$ cat src/rtl/instruction_fetch_if.sv
// Instruction memory bus between the fetch unit (master) and instruction memory (slave).
// A read strobed in one cycle returns its word on imem_data in the next cycle.
interface instruction_fetch_if #(
  parameter int PC_WIDTH = 16
);
  logic [PC_WIDTH-1:0] imem_address;
  logic                imem_read;
  logic [15:0]         imem_data;

  modport master (output imem_address, output imem_read, input imem_data);
  modport slave  (input imem_address, input imem_read, output imem_data);
endinterface

$ cat src/rtl/instruction_fetch.sv
// Instruction fetch unit: prefetches 16-bit words into a small FIFO and presents 16/32-bit instructions.
// Optional macro AAP_FETCH_ILLEGAL_CHECK_EN builds the 32-bit second-word legality check.
module instruction_fetch #(
  parameter int                  PC_WIDTH     = 16,
  parameter logic [PC_WIDTH-1:0] RESET_PC     = '0,
  parameter int                  BUFFER_DEPTH = 4
) (
  input  logic                 i_clk,
  input  logic                 i_rst_n,
  instruction_fetch_if.master  imem,
  input  logic                 i_branch_valid,
  input  logic [PC_WIDTH-1:0]  i_branch_target,
  input  logic                 i_decode_stall,
  output logic                 o_fetchvalid,
  output logic [31:0]          o_fetchoutput,
  output logic                 o_fetchlong,
  output logic [PC_WIDTH-1:0]  o_fetchpc,
  output logic                 o_fetchillegal
);
  localparam int            CW      = $clog2(BUFFER_DEPTH + 1);
  localparam logic [CW-1:0] C_ONE   = CW'(1);
  localparam logic [CW-1:0] C_TWO   = CW'(2);
  localparam logic [CW-1:0] C_DEPTH = CW'(BUFFER_DEPTH);

  // Entry 0 is always the FIFO head; pops shift the buffer down.
  logic [15:0]         r_word [BUFFER_DEPTH];
  logic [PC_WIDTH-1:0] r_tag  [BUFFER_DEPTH];
  logic [CW-1:0]       r_count;
  logic                r_inflight;
  logic [PC_WIDTH-1:0] r_if_pc;
  logic [PC_WIDTH-1:0] r_pc;

  logic                w_head_long;
  logic                w_valid;
  logic                w_issue;
  logic                w_push;
  logic                w_xfer;
  logic [CW-1:0]       w_occ;
  logic [CW-1:0]       w_pop;
  logic [CW-1:0]       w_keep;

  assign w_head_long = r_word[0][15];
  assign w_occ       = r_count + CW'(r_inflight);
  assign w_issue     = i_rst_n & ~i_branch_valid & (w_occ < C_DEPTH);
  assign w_push      = r_inflight & ~i_branch_valid;
  assign w_valid     = i_rst_n & ~i_branch_valid &
                       (w_head_long ? (r_count >= C_TWO) : (r_count >= C_ONE));
  assign w_xfer      = w_valid & ~i_decode_stall;
  assign w_pop       = !w_xfer ? '0 : (w_head_long ? C_TWO : C_ONE);
  assign w_keep      = r_count - w_pop;

  always_ff @(posedge i_clk) begin
    if (!i_rst_n) begin
      r_count    <= '0;
      r_inflight <= 1'b0;
      r_if_pc    <= RESET_PC;
      r_pc       <= RESET_PC;
      for (int i = 0; i < BUFFER_DEPTH; i++) begin
        r_word[i] <= '0;
        r_tag[i]  <= '0;
      end
    end else if (i_branch_valid) begin
      // Redirect flushes buffered words and drops the response still in flight.
      r_count    <= '0;
      r_inflight <= 1'b0;
      r_pc       <= i_branch_target;
    end else begin
      for (int i = 0; i < BUFFER_DEPTH; i++) begin
        if (w_pop == C_TWO) begin
          r_word[i] <= r_word[(i + 2) % BUFFER_DEPTH];
          r_tag[i]  <= r_tag[(i + 2) % BUFFER_DEPTH];
        end else if (w_pop == C_ONE) begin
          r_word[i] <= r_word[(i + 1) % BUFFER_DEPTH];
          r_tag[i]  <= r_tag[(i + 1) % BUFFER_DEPTH];
        end
        // Incoming word lands just above whatever survives this cycle's pop.
        if (w_push && (w_keep == CW'(i))) begin
          r_word[i] <= imem.imem_data;
          r_tag[i]  <= r_if_pc;
        end
      end
      r_count    <= w_keep + CW'(w_push);
      r_inflight <= w_issue;
      if (w_issue) begin
        r_if_pc <= r_pc;
        r_pc    <= r_pc + PC_WIDTH'(1);
      end
    end
  end

  assign imem.imem_read    = w_issue;
  assign imem.imem_address = r_pc;

  assign o_fetchvalid  = w_valid;
  assign o_fetchlong   = w_valid & w_head_long;
  assign o_fetchoutput = !w_valid ? 32'h0000_0000 :
                         (w_head_long ? {r_word[1], r_word[0]} : {16'h0000, r_word[0]});
  // With an empty buffer, report the address of the next word that will arrive.
  assign o_fetchpc     = (r_count != '0) ? r_tag[0] : (r_inflight ? r_if_pc : r_pc);

`ifdef AAP_FETCH_ILLEGAL_CHECK_EN
  assign o_fetchillegal = w_valid & w_head_long & ~r_word[1][15];
`else
  assign o_fetchillegal = 1'b0;
`endif

endmodule

$ cat src/flat_wrapper.sv
// flat-port wrapper written by rule: the top's interface ports become plain ports
module instruction_fetch_flat 
#(
  parameter int                  PC_WIDTH     = 16,
  parameter logic [PC_WIDTH-1:0] RESET_PC     = '0,
  parameter int                  BUFFER_DEPTH = 4
)
  (i_clk, i_rst_n, i_branch_valid, i_branch_target, i_decode_stall, o_fetchvalid, o_fetchoutput, o_fetchlong, o_fetchpc, o_fetchillegal, imem_imem_address, imem_imem_read, imem_imem_data);
  instruction_fetch_if #(.PC_WIDTH(PC_WIDTH)) imem_i ();
  input  logic i_clk;
  input  logic i_rst_n;
  input  logic i_branch_valid;
  input  logic [PC_WIDTH-1:0] i_branch_target;
  input  logic i_decode_stall;
  output logic o_fetchvalid;
  output logic [31:0] o_fetchoutput;
  output logic o_fetchlong;
  output logic [PC_WIDTH-1:0] o_fetchpc;
  output logic o_fetchillegal;
  output wire logic [$bits(imem_i.imem_address)-1:0] imem_imem_address;
  output wire logic [$bits(imem_i.imem_read)-1:0] imem_imem_read;
  input wire logic [$bits(imem_i.imem_data)-1:0] imem_imem_data;
  assign imem_imem_address = imem_i.imem_address;
  assign imem_imem_read = imem_i.imem_read;
  assign imem_i.imem_data = imem_imem_data;
  instruction_fetch #(.PC_WIDTH(PC_WIDTH), .RESET_PC(RESET_PC), .BUFFER_DEPTH(BUFFER_DEPTH)) u_core (.i_clk(i_clk), .i_rst_n(i_rst_n), .imem(imem_i), .i_branch_valid(i_branch_valid), .i_branch_target(i_branch_target), .i_decode_stall(i_decode_stall), .o_fetchvalid(o_fetchvalid), .o_fetchoutput(o_fetchoutput), .o_fetchlong(o_fetchlong), .o_fetchpc(o_fetchpc), .o_fetchillegal(o_fetchillegal));
endmodule
$ cat config.mk
export PLATFORM = sky130hd
export DESIGN_NAME = instruction_fetch_flat
export DESIGN_NICKNAME = d
export VERILOG_FILES = /design/src/rtl/instruction_fetch_if.sv /design/src/rtl/instruction_fetch.sv /design/src/flat_wrapper.sv
export SDC_FILE = /design/constraint.sdc
export NUM_CORES = 1
export LEC_CHECK = 0
export CORE_UTILIZATION = 52
export DETAILED_ROUTE_END_ITERATION = 8
export PLACE_DENSITY = 0.78
export SLEW_MARGIN = 0
export SYNTH_ARGS = -nofsm -noshare
export SYNTH_HDL_FRONTEND = slang
export SYNTH_SLANG_ARGS = --single-unit
$ cat constraint.sdc
create_clock -name i_clk -period 3.98 [get_ports i_clk]
set_input_delay 0.597 -clock i_clk [delete_from_list [all_inputs] [get_ports i_clk]]
set_output_delay 0.597 -clock i_clk [all_outputs]
set_load 0.03 [all_outputs]
==> reports/metrics.yaml <==
status:
  run_status: "complete, no violations"
detailed_routing:
  dr.pass1.iters: 5
  drc: 0
  first_iter_violations: 576
  wl_per_cell_um: 19.0
  ant_nets: 0
  vias: 7200
  via_per_inst: 6.03
  drt-total-wl_um: 22700
finish:
  diodes: 0
  area_growth_pct: 18.4
  fin_util_pct: 62.7
  final_cells: 1194
  layout-drive-gt1-share_pct: 9.84
  final_area_um2: 11200
  nets: 992
logic_synthesis:
  yosysSeqAreaShare_pct: 48.2
  mappedNetlistArea_um2: 9480
  yosysMostFrequentCell: "nand2_1"
  synth_edf_count: 128
  synthTopCellsByCount: "168 x nand2_1, 143 x mux2i_1, 128 x edfxtp_1"
  ys_types: 53
  yosys-top-cells-area: "edfxtp_1 41%, mux2i_1 15%, o31ai_1 8.7%, dfxtp_1 7.6%, nand2_1 6.7%"
  synth_area_per_cell_um2: 10.7
  syn_nets: 924
  synth_top_cell_area_share_pct: 40.5
  synth_top_area_cell: "edfxtp_1"
  dominantRegCellSynth: "edfxtp_1"
  synthCells: 884
  yosysWarnings: 0
  async_reset_ff_share_pct: 0
  synth-seq-cells: 164
placed_design:
  placed_cell_area_um2: 10600
  post-place-ws_ns: 0.200
  finalWeightedCongestion: 0.877
  io_buffers: 102
  placedCellCount: 1162
  dpl.hpwl_um: 14400
pwr:
  peakVddDrop_mv: 0.317
  power_density_nw_per_um2: 378
  leakagePower_nw: 3.89
  power_mw: 4.24
critical_path:
  crit_path_start_kind: "input port"
  crit_arrival_ns: 3.46
  critPathCaptureType: "register"
  cp_max_fo: 38
  criticalPathCategory: "input port to register"
  required_ns: 4.12
sta:
  hold_slack_ns: 0.539
  fin_crit_sh_pct: 83.4
  period_minus_slack_ns: 3.32
  slew_viol_final: 0
  clock.fmax_ghz: 0.301
  grt_setup_unrepaired: "no"
  hold_violations: 0
  worst_pin_slew_ns: 1.16
  skew_ns: 0.0108
  finalWorstSetupSlack_ns: 0.661
  setup_tns_ns: 0
  slew_headroom_pct: 22.4
  setup_viol: 0
clocking:
  clockRootBuffer: "clkbuf_16"
  insertion_delay_ns: 0.43
  cts_sinks: 164
  cts_made_buffers: 17
  hold_buffers: 0
  clk_path_buf_depth: 2
  post_cts_resized: 0
  path_clk_slew_ns: 0.07
  postCtsSetupRepairBufs: 0
  tritoncts: "built"
  htreeDepth: 4
floorplan:
  die_w_um: 137
  rows: 49
  start_util_pct: 52.9
  ios: 104
  die_y_um: 137
  dieArea_um2: 18800
  core_um2: 17900
global_routing:
  grt_overflow: 0
  grt_max_degree: 106
  grt_pass1_wl_um: 36000
  grt_pass1_vias: 6742
  antenna_found_initial: 0
  gr-usage-all-layers_pct: 25.0
worst_hold_path:
  hold_path_class: "register to register"
job:
  drv_cap: 0
## metal layers
| metal | vias up | global-route usage, % | part of all wire [%] |
|---|---|---|---|
| met5 | - | 0 | 0 |
| li1 | 3442 | - | - |
| met2 | 253 | 39.3 | 48 |
| met4 | 0 | 6.65 | 1.2 |
| met1 | 3483 | 35.1 | 45 |
| met3 | 22 | 4.85 | 6.3 |
## power by group
| group | internal, mW | switching (mW) | total (mW) |
|---|---|---|---|
| sequential | 1.92 | 0.0803 | 2.00 |
| combinational | 0.184 | 0.248 | 0.432 |
| clock | 1.07 | 0.742 | 1.81 |
| total | 3.17 | 1.07 | 4.24 |
## state kept, by name (all words and copies together), names as in the netlist
signal and cells:
u_core.r_tag 64, u_core.r_if_pc 16, u_core.imem.imem_address 16, u_core.r_count 3, u_core.r_word 64, u_core.r_inflight 1
## placed cells by master (no fill, tap or decap), types with 3 or more instances in the layout
cell / n
clkbuf_16: 17
or3_1: 8
o21ai_0: 27
nand2_1: 168
nor4_4: 4
a21oi_1: 21
and4_1: 3
or4_1: 3
edfxtp_1: 128
nor2b_1: 3
inv_1: 7
and2_1: 31
nor3_1: 4
clkdlybuf4s50_1: 101
dfxtp_1: 36
o21ai_1: 3
buf_12: 3
nor2_1: 27
o311ai_0: 3
bufinv_16: 4
o31ai_2: 20
buf_4: 24
clkinvlp_4: 3
o31ai_1: 110
a31oi_1: 9
inv_6: 6
nand3_1: 7
ha_1: 3
a32oi_1: 3
mux2i_1: 143
## path summary, 6_finish.rpt
check,start,endpoint,slack (ns),cells after the start
min reg2reg,u_core.r_if_pc[7]$_SDFFE_PN0P_,u_core.r_if_pc[7]$_SDFFE_PN0P_,0.54,2
min,u_core.r_if_pc[7]$_SDFFE_PN0P_,u_core.r_if_pc[7]$_SDFFE_PN0P_,0.54,2
max reg2reg,u_core.r_count[2]$_SDFF_PP0_,u_core.r_word[0][7]$_SDFFCE_PN0P_,0.68,10
max,i_branch_valid,u_core.r_word[0][7]$_SDFFCE_PN0P_,0.66,11
## logic make-up (layout without fill, tap and decap cells)
family                     count (synthesis)  in the layout  share of synthesized area (%)
buffers and inverters                     87            168                           5.49
xor gates and xnor gates                   5              5                          0.739
DFF                                      164            164                           48.2
and+or+nand+nor                          275            275                           13.6
AOI/OAI and AO/OA                        204            204                           16.0
other                                      1              1                         0.0396
adders and majority gates                  4              4                          0.607
muxes                                    144            144                           15.3
## cell type report
cell class,instances,area (um2)
clock buffer,17,425
fill,1454,6680
clock inverter,15,218
tap,229,287
sequential,164,4560
timing repair buffer,128,1250
inverter,8,30.0
multi-input combinational,633,4440
## worst max-delay path, cell delays in order
cell	delay, ns
clkdlybuf4s50_1	0.51
nand2b_2	0.22
a21oi_4	0.06
nand2b_4	0.09
nor2_1	0.04
ha_1	0.19
fa_1	0.64
inv_1	0.17
nor4_4	0.36
buf_4	0.43
o31ai_1	0.14
(Power assumes the default switching activity.)
